--- config.mk ---
export PLATFORM = sky130hd
export DESIGN_NAME = dcm_phase_ctl_flat
export DESIGN_NICKNAME = d
export VERILOG_FILES = /design/src/rtl/dcm_phase_ctl_if.sv /design/src/rtl/dcm_phase_ctl.sv /design/src/flat_wrapper.sv
export SDC_FILE = /design/constraint.sdc
export NUM_CORES = 1
export LEC_CHECK = 0
export CAP_MARGIN = 20
export CORE_ASPECT_RATIO = 0.6
export CORE_MARGIN = 1.5
export CORE_UTILIZATION = 55
export CTS_CLUSTER_SIZE = 40
export DETAILED_ROUTE_END_ITERATION = 16
export GPL_ROUTABILITY_DRIVEN = 0
export PLACE_DENSITY = 0.9
export SYNTH_ARGS = -nofsm -noshare
export SYNTH_HDL_FRONTEND = slang
export SYNTH_SLANG_ARGS = --single-unit
--- constraint.sdc ---
create_clock -name sclk -period 2.85 [get_ports sclk]
set_input_delay 0.4275 -clock sclk [delete_from_list [all_inputs] [get_ports sclk]]
set_output_delay 0.4275 -clock sclk [all_outputs]
set_load 0.05 [all_outputs]
--- src/rtl/dcm_phase_ctl_if.sv ---
// dcm_phase_ctl_if: command/status bus between the control registers
// and the DCM phase sequencer. master = register side, slave = sequencer.
interface dcm_phase_ctl_if #(
  parameter int PHASE_W = 9
);
  logic                      cmd_wr;
  logic [1:0]                cmd_op;
  logic signed [PHASE_W-1:0] cmd_data;
  logic                      busy;
  logic signed [PHASE_W-1:0] cur_phase;
  logic [3:0]                err;

  modport master (
    output cmd_wr, cmd_op, cmd_data,
    input  busy, cur_phase, err
  );

  modport slave (
    input  cmd_wr, cmd_op, cmd_data,
    output busy, cur_phase, err
  );
endinterface

--- src/rtl/dcm_phase_ctl.sv ---
// dcm_phase_ctl: resets the SDRAM-clock DCM, waits for lock and walks its
// phase one step at a time toward a commanded target, tracking the phase.
// Ports: sclk/rst_n; bus (cmd_wr/op/data in, busy/cur_phase/err out);
// dcm_rst/dcm_en/dcm_incdec to the DCM; dcm_done/locked/clkin_stopped back.
module dcm_phase_ctl #(
  parameter int PHASE_W    = 9,
  parameter int PHASE_MAX  = 255,
  parameter int RST_CYCLES = 4,
  parameter int STEP_TO    = 4095,
  parameter int LOCK_TO    = 1048575
) (
  input  logic           sclk,
  input  logic           rst_n,
  dcm_phase_ctl_if.slave bus,
  output logic           dcm_rst,
  output logic           dcm_en,
  output logic           dcm_incdec,
  input  logic           dcm_done,
  input  logic           locked,
  input  logic           clkin_stopped
);

  localparam int CW = $clog2(LOCK_TO + 1);
  localparam int EW = PHASE_W + 1;

  typedef logic signed [EW-1:0]      wide_t;
  typedef logic signed [PHASE_W-1:0] ph_t;

  localparam wide_t P_HI = wide_t'(PHASE_MAX);
  localparam wide_t P_LO = wide_t'(-PHASE_MAX);

  typedef enum logic [2:0] {
    S_RST,
    S_LOCKWAIT,
    S_IDLE,
    S_CALC,
    S_STEP,
    S_WAITDONE
  } state_t;

  state_t        state_q, state_d;
  logic [CW-1:0] cnt_q, cnt_d;
  ph_t           cur_phase_q, cur_phase_d;
  ph_t           target_q, target_d;
  logic [3:0]    err_q, err_d;
  logic          busy_q, busy_d;
  logic          dcm_rst_q, dcm_rst_d;
  logic          dcm_en_q, dcm_en_d;
  logic          incdec_q, incdec_d;

  logic [3:0]    err_set;
  logic          err_clr;
  wide_t         sum;

  function automatic ph_t sat(input wide_t v);
    ph_t r;
    if (v > P_HI) r = ph_t'(P_HI);
    else if (v < P_LO) r = ph_t'(P_LO);
    else r = ph_t'(v);
    return r;
  endfunction

  always_comb begin
    state_d     = state_q;
    cnt_d       = cnt_q + CW'(1);
    cur_phase_d = cur_phase_q;
    target_d    = target_q;
    incdec_d    = incdec_q;
    err_set     = '0;
    err_clr     = 1'b0;
    sum         = wide_t'(cur_phase_q) + wide_t'(bus.cmd_data);

    unique case (state_q)
      S_RST: begin
        if (cnt_q == CW'(RST_CYCLES - 1)) state_d = S_LOCKWAIT;
      end
      S_LOCKWAIT: begin
        if (locked) begin
          state_d = S_IDLE;
        end else if (cnt_q == CW'(LOCK_TO - 1)) begin
          err_set[0] = 1'b1;
          state_d    = S_IDLE;
        end
      end
      S_IDLE: begin
        if (!locked) err_set[1] = 1'b1;
        if (bus.cmd_wr) begin
          unique case (bus.cmd_op)
            2'b00: begin
              target_d = sat(wide_t'(bus.cmd_data));
              state_d  = S_CALC;
            end
            2'b01: begin
              target_d = sat(sum);
              state_d  = S_CALC;
            end
            2'b10: state_d = S_RST;
            2'b11: err_clr = 1'b1;
            default: ;
          endcase
        end
      end
      S_CALC: begin
        if (!locked) begin
          err_set[1] = 1'b1;
          state_d    = S_IDLE;
        end else if (target_q == cur_phase_q) begin
          state_d = S_IDLE;
        end else begin
          incdec_d = target_q > cur_phase_q;
          state_d  = S_STEP;
        end
      end
      S_STEP: begin
        if (!locked) begin
          err_set[1] = 1'b1;
          state_d    = S_IDLE;
        end else begin
          state_d = S_WAITDONE;
        end
      end
      S_WAITDONE: begin
        // dcm_done may still show the previous PSDONE in the first cycle
        if (!locked) begin
          err_set[1] = 1'b1;
          state_d    = S_IDLE;
        end else if (cnt_q != '0 && dcm_done) begin
          cur_phase_d = incdec_q ? cur_phase_q + ph_t'(1)
                                 : cur_phase_q - ph_t'(1);
          state_d     = S_CALC;
        end else if (cnt_q == CW'(STEP_TO - 1)) begin
          err_set[0] = 1'b1;
          state_d    = S_IDLE;
        end
      end
      default: state_d = S_RST;
    endcase

    if (bus.cmd_wr && state_q != S_IDLE) err_set[2] = 1'b1;
    if (clkin_stopped) err_set[3] = 1'b1;

    if (state_d != state_q) cnt_d = '0;
    if (state_d == S_RST) begin
      cur_phase_d = '0;
      target_d    = '0;
    end

    // a clear in the same cycle as a new error keeps the new error
    err_d = (err_clr ? 4'b0 : err_q) | err_set;

    // outputs are registered as a function of the next state
    busy_d    = state_d != S_IDLE;
    dcm_rst_d = state_d == S_RST;
    dcm_en_d  = state_d == S_STEP;
  end

  always_ff @(posedge sclk or negedge rst_n) begin
    if (!rst_n) begin
      state_q     <= S_RST;
      cnt_q       <= '0;
      cur_phase_q <= '0;
      target_q    <= '0;
      err_q       <= '0;
      busy_q      <= 1'b1;
      dcm_rst_q   <= 1'b1;
      dcm_en_q    <= 1'b0;
      incdec_q    <= 1'b0;
    end else begin
      state_q     <= state_d;
      cnt_q       <= cnt_d;
      cur_phase_q <= cur_phase_d;
      target_q    <= target_d;
      err_q       <= err_d;
      busy_q      <= busy_d;
      dcm_rst_q   <= dcm_rst_d;
      dcm_en_q    <= dcm_en_d;
      incdec_q    <= incdec_d;
    end
  end

  assign bus.busy      = busy_q;
  assign bus.cur_phase = cur_phase_q;
  assign bus.err       = err_q;
  assign dcm_rst       = dcm_rst_q;
  assign dcm_en        = dcm_en_q;
  assign dcm_incdec    = incdec_q;

endmodule

--- src/flat_wrapper.sv ---
// flat-port wrapper written by rule: the top's interface ports become plain ports
module dcm_phase_ctl_flat 
#(
  parameter int PHASE_W    = 9,
  parameter int PHASE_MAX  = 255,
  parameter int RST_CYCLES = 4,
  parameter int STEP_TO    = 4095,
  parameter int LOCK_TO    = 1048575
)
  (sclk, rst_n, dcm_rst, dcm_en, dcm_incdec, dcm_done, locked, clkin_stopped, bus_cmd_wr, bus_cmd_op, bus_cmd_data, bus_busy, bus_cur_phase, bus_err);
  dcm_phase_ctl_if #(.PHASE_W(PHASE_W)) bus_i ();
  input  logic sclk;
  input  logic rst_n;
  output logic dcm_rst;
  output logic dcm_en;
  output logic dcm_incdec;
  input  logic dcm_done;
  input  logic locked;
  input  logic clkin_stopped;
  input wire logic [$bits(bus_i.cmd_wr)-1:0] bus_cmd_wr;
  input wire logic [$bits(bus_i.cmd_op)-1:0] bus_cmd_op;
  input wire logic [$bits(bus_i.cmd_data)-1:0] bus_cmd_data;
  output wire logic [$bits(bus_i.busy)-1:0] bus_busy;
  output wire logic [$bits(bus_i.cur_phase)-1:0] bus_cur_phase;
  output wire logic [$bits(bus_i.err)-1:0] bus_err;
  assign bus_i.cmd_wr = bus_cmd_wr;
  assign bus_i.cmd_op = bus_cmd_op;
  assign bus_i.cmd_data = bus_cmd_data;
  assign bus_busy = bus_i.busy;
  assign bus_cur_phase = bus_i.cur_phase;
  assign bus_err = bus_i.err;
  dcm_phase_ctl #(.PHASE_W(PHASE_W), .PHASE_MAX(PHASE_MAX), .RST_CYCLES(RST_CYCLES), .STEP_TO(STEP_TO), .LOCK_TO(LOCK_TO)) u_core (.sclk(sclk), .rst_n(rst_n), .bus(bus_i), .dcm_rst(dcm_rst), .dcm_en(dcm_en), .dcm_incdec(dcm_incdec), .dcm_done(dcm_done), .locked(locked), .clkin_stopped(clkin_stopped));
endmodule
After elaboration in Yosys (flattened, before gate mapping)
Index checks and enable logic that the tools add are counted.
- register bits after elaboration: 49
- bits of input ports: 17
- add/subtract/negate cells: 4
- order comparisons: 5
- eq/ne operators: 16
- multiplexer cells: 40
- bitwise logic cells: 2
- reductions and logical operators: 17
- operator list (cell ; number):
    $mux 9 ; 12
    $mux 3 ; 10
    $add 20x1->20 const B ; 1
    $eq 20x12->1 const B ; 1
    $eq 20x2->1 const B ; 1
    $eq 20x20->1 const B ; 1
    $mux 20 ; 1
    $reduce_bool 20->1 ; 1
    $pmux 3 s6 ; 1
    $pmux 9 s2 ; 1
    $mux 1 ; 12
    $add 9x9->10 ; 1
    $gt 10x9->1 const B ; 1
    $lt 10x9->1 const B ; 1
    $reduce_bool 2->1 ; 5
    $add 9x2->9 const B ; 1
    $eq 3x3->1 const B ; 3
    $eq 9x9->1 ; 1
    $gt 9x9->1 ; 1
    $gt 9x9->1 const B ; 1
    $lt 9x9->1 const B ; 1
    $reduce_and 3->1 ; 3
    $sub 9x2->9 const B ; 1
    $eq 3x2->1 const B ; 2
    other kinds (16) ; 20

Depth between registers and ports, before layout
- depth after elaboration: 8
- gate-level depth with buffers: 10
- mapped depth without buffers: 10

Worst setup path after synthesis
Ideal clock, no wire load.
- kind: reg-to-reg
- start: register u_core.cur_phase_q[0] (netlist: u_core.bus.cur_phase[0])
- end: register u_core.target_q[3]
- setup time: 126 ps
- arrival time: 2791 ps
- data required time: 2724 ps
- setup slack: -67 ps
- cell stages (with the launch flop): 11
- path buffers: 0
- clock period less this slack: 2917 ps
- cells stage by stage: dfrtp_1 ha_1 fa_1 a21oi_1 o211ai_1 o41ai_1 xor2_1 inv_1 o21bai_1 a21oi_1 a221o_1
- word-level cells in the longest chain between the ends: 8
- elaborated cells on any way between the ends: 18
- those cells by class: add/sub: 1; order compare: 2; eq/ne: 1; mux: 9; reduce/logical: 5
- RTL lines (element ; line ; text):
    from (decl) ; dcm_phase_ctl.sv:43 ; ph_t cur_phase_q, cur_phase_d;
    from (signal assigned) ; dcm_phase_ctl.sv:171 ; cur_phase_q <= cur_phase_d;
    $add 9x9->10 ; dcm_phase_ctl.sv:71 ; sum = wide_t'(cur_phase_q) + wide_t'(bus.cmd_data);
    $lt 10x9->1 ; dcm_phase_ctl.sv:58 ; else if (v < P_LO) r = ph_t'(P_LO);
    $mux 9 ; dcm_phase_ctl.sv:58 ;
    $mux 9 ; dcm_phase_ctl.sv:57 ; if (v > P_HI) r = ph_t'(P_HI);
    $pmux 9 s2 ; dcm_phase_ctl.sv:88 ; unique case (bus.cmd_op)
    $mux 9 ; dcm_phase_ctl.sv:87 ; if (bus.cmd_wr) begin
    $mux 9 ; dcm_phase_ctl.sv:73 ; unique case (state_q)
    $mux 9 ; dcm_phase_ctl.sv:143 ; if (state_d == S_RST) begin
    to (signal assigned) ; dcm_phase_ctl.sv:172 ; target_q <= target_d;
    to (decl) ; dcm_phase_ctl.sv:44 ; ph_t target_q, target_d;
Parallel ways exist; a longest one is shown, timed or not. The select of a mux whose other input is x is not followed.
A chain may end at the register's enable or synchronous reset.

Final worst setup path
- start: input bus_cmd_data[3]
- end: register u_core.target_q[0]
- word-level cells in the longest chain between the ends: 8
- elaborated cells on any way between the ends: 13
- those cells by class: add/sub: 1; order compare: 4; mux: 8
- RTL lines (element ; line ; text):
    from (decl) ; flat_wrapper.sv:22 ; input wire logic [$bits(bus_i.cmd_data)-1:0] bus_cmd_data;
    $add 9x9->10 ; dcm_phase_ctl.sv:71 ;
    $lt 10x9->1 ; dcm_phase_ctl.sv:58 ;
    $mux 9 ; dcm_phase_ctl.sv:58 ;
    $mux 9 ; dcm_phase_ctl.sv:57 ;
    $pmux 9 s2 (*) ; dcm_phase_ctl.sv:88 ;
    $mux 9 (*) ; dcm_phase_ctl.sv:87 ;
    $mux 9 (*) ; dcm_phase_ctl.sv:73 ;
    $mux 9 (*) ; dcm_phase_ctl.sv:143 ;
Mark *: on every way between the ends. The rest lies on a longest branch, timed or not. The select of a mux whose other input is x is not followed.

==> flow_summary.ini <==
[detailed_routing]
final_antenna_net_count = 0
num_vias = 3156
dr.pass1.iters = 7
post_drt_wl_per_cell_um = 17.2
vias_per_cell = 6.08
finalWirelength_um = 8910
drt_iter0_markers = 286
drc = 0

[clocking]
cts_tree = built
cts_root_buf = clkbuf_8
numClockSinks = 49
numCtsBuffers = 5
clkLatencyLatePin_ns = 0.30
clk_pin_slew_ns = 0.09
cts_max_level = 2
cts.path.max_buffers = 2

[timing]
timing.hold.ws_ns = 0.151
finalSetupTns_ns = 0
finalSetupViolations = 0
period_minus_slack_ns = 2.74
hold_viol_final = 0
worst_slew_pin_slew_ns = 0.661
rsz0062_at_grt = no
final_max_slew_viol_count = 0
skew_ns = 0.00701
slew_headroom_pct = 56.0
period_share_pct = 96.2
fmax_mhz = 365

[power]
pwr_density_cell_nw_per_um2 = 574
p_leak_nw = 1.85
ir_drop_v = 0.000350

[floorplan]
die_x_um = 104
start_util_pct = 58.5
die_area_um2 = 6550
ioPinCount = 34
die_y_um = 63.3
rows = 21
core_um2 = 5700

[grt]
grt_pass1_vias = 3099
grt.total_usage_pct = 28.7
overflow = 0
grt_antenna_before_repair = 0
grt_max_degree = 31
grt_pass1_wl_um = 14900

[worst_setup_path]
path_cells = clkdlybuf4s50_1 > ha_1 > a21o_1 > a21oi_1 > a21oi_1 > o32a_1 > buf_4 > nor2_1 > o21ai_0 > a211oi_1 > o2bb2ai_1
worstPathMaxFanout = 4
start_kind = input port
crit_top_cell = a21oi_1
r2r_start = u_core.bus.cur_phase[0]$_DFFE_PN0P_
slowest_stage = clkdlybuf4s50_1
worstPathArrival_ns = 2.93
reg2reg_slack_ns = 0.12
cpLargestDelayFamily = compound AO/OA/AOI/OAI gates
path_class = in -> reg
crit_required_ns = 3.04
reg2reg_to = u_core.target_q[7]$_DFFE_PN0P_
crit_path_end_kind = flop
crit_buf_inv = 2
ff2ff_path_depth = 11
slowest_delay_ns = 0.44

[finish]
layout_common_cells = nor2_1 (50), dfrtp_1 (45), clkdlybuf4s50_1 (31)
drive_above_1_share_pct = 10.7
antennaDiodeCount = 0
fin_nets = 486
final_common_cell = nor2_1
area_growth_pct = 21.7
final_util_pct = 71.1

[outcome]
status = finished clean

[yosys]
ys_types = 51
avgSynthCellArea_um2 = 8.82
syn_nets = 426
synth_area_um2 = 3330
synthArstFlopShare_pct = 100
synth_edf_count = 0
ys.flop_type = dfrtp_1
yosysSeqAreaShare_pct = 36.8
synth_cells = 378
yosysWarningCount = 0
yosys_register_bits = 49

[placement]
hpwl_um = 6780
port_buffers = 33

[run]
cap_violations = 0

[worst_hold_path]
holdCritPathClass = in -> async
-- worst max-delay path by stage --
stage / startpoint / depth (start not counted) / endpoint
finish: bus_cmd_data[3] / 11 / u_core.target_q[0]$_DFFE_PN0P_
global route: u_core.bus.cur_phase[0]$_DFFE_PN0P_ / 11 / u_core.target_q[7]$_DFFE_PN0P_
CTS: bus_cmd_data[0] / 12 / u_core.target_q[7]$_DFFE_PN0P_
detailed placement: bus_cmd_data[0] / 12 / u_core.target_q[7]$_DFFE_PN0P_
global placement: bus_cmd_data[0] / 12 / u_core.target_q[5]$_DFFE_PN0P_
floorplan: u_core.bus.cur_phase[0]$_DFFE_PN0P_ / 10 / u_core.target_q[3]$_DFFE_PN0P_
-- routing by layer --
| metal | track usage (%) | vias to the layer above | share of wire [%] |
|---|---|---|---|
| li1 | - | 1465 | - |
| met5 | 0 | - | 0 |
| met4 | 6.94 | 0 | 1.4 |
| met1 | 39.5 | 1502 | 45 |
| met3 | 8.18 | 21 | 10 |
| met2 | 44.9 | 168 | 44 |
-- metrics by stage --
step	total power, mW	worst slack (ns)	cell area, µm²	std cells
4_1_cts	2.31	0.0145	4040	518
2_1_floorplan	1.60	0.0492	3340	378
3_5_place_dp	1.89	-0.466	3910	507
5_1_grt	2.46	0.000921	4060	519
6_report	2.33	0.107	4060	519
3_3_place_gp	1.86	-0.251	3910	507
-- cells by family after synthesis --
logic type      Yosys count  share of synthesized area, %
compound gates           88                          17.2
xor+xnor                 29                          7.62
fa+ha+maj                31                          12.1
buf+inv                  33                          3.75
flops                    49                          36.8
mux                       1                         0.300
simple gates            147                          22.2
-- registers in the layout, indices dropped and copies added, names as in the netlist --
register,flops
u_core.target_q,9
u_core.dcm_incdec,1
u_core.bus.busy,1
u_core.state_q,3
u_core.dcm_rst,1
u_core.cnt_q,20
u_core.dcm_en,1
u_core.bus.err,4
u_core.bus.cur_phase,9
-- cell type report --
cell class,instances,area [µm²]
tap,80,100
clock buffer,8,90.1
sequential,49,1230
timing repair buffer,60,531
inverter,26,97.6
fill,414,1650
multi-input combinational,296,2010
-- report_power, final --
group | leakage (nW) | switching, mW | internal [mW]
clock | 0.0455 | 0.221 | 0.198
sequential | 0.653 | 0.102 | 0.789
combinational | 1.15 | 0.637 | 0.380
-- cell usage after synthesis (2+ instances only) --
| master | count | share of area [%] |
|---|---|---|
| or3_1 | 3 | 0.56 |
| a22o_1 | 2 | 0.53 |
| xor2_1 | 16 | 4.2 |
| and4_1 | 4 | 1.1 |
| o31ai_1 | 3 | 0.68 |
| a21oi_1 | 28 | 4.2 |
| nand2_1 | 25 | 2.8 |
| and2_1 | 2 | 0.38 |
| nand2b_1 | 5 | 0.94 |
| clkbuf_1 | 6 | 0.68 |
| o21ai_0 | 17 | 2.6 |
| o21bai_1 | 2 | 0.45 |
| nor4_1 | 4 | 0.75 |
| dfrtp_1 | 47 | 35 |
| a31oi_1 | 2 | 0.38 |
| fa_1 | 2 | 1.2 |
| xnor2_1 | 13 | 3.4 |
| o21a_1 | 6 | 1.4 |
| nor3b_1 | 3 | 0.68 |
| dfstp_2 | 2 | 1.6 |
| a221o_1 | 6 | 1.8 |
| a21o_1 | 7 | 1.6 |
| o211ai_1 | 3 | 0.68 |
| nand4_1 | 7 | 1.3 |
| nor2b_1 | 5 | 0.94 |
| or4_1 | 2 | 0.45 |
| nand3_1 | 17 | 2.6 |
| nor3_1 | 7 | 1.1 |
| ha_1 | 29 | 11 |
| a311oi_1 | 2 | 0.53 |
| and3_1 | 5 | 0.94 |
| inv_1 | 26 | 2.9 |
| nor2_1 | 50 | 5.6 |
| a211oi_1 | 3 | 0.68 |
-- timing repair --
item                                    CTS  global route
endpoints found under the hold margin     0             0
pin swaps                                 4             6
buffers inserted                          3             1
gates resized for setup                   4             4
hold buffers                              0             0
endpoints found under the setup margin    7            10
Note: power is estimated with default switching activity, not from simulation.
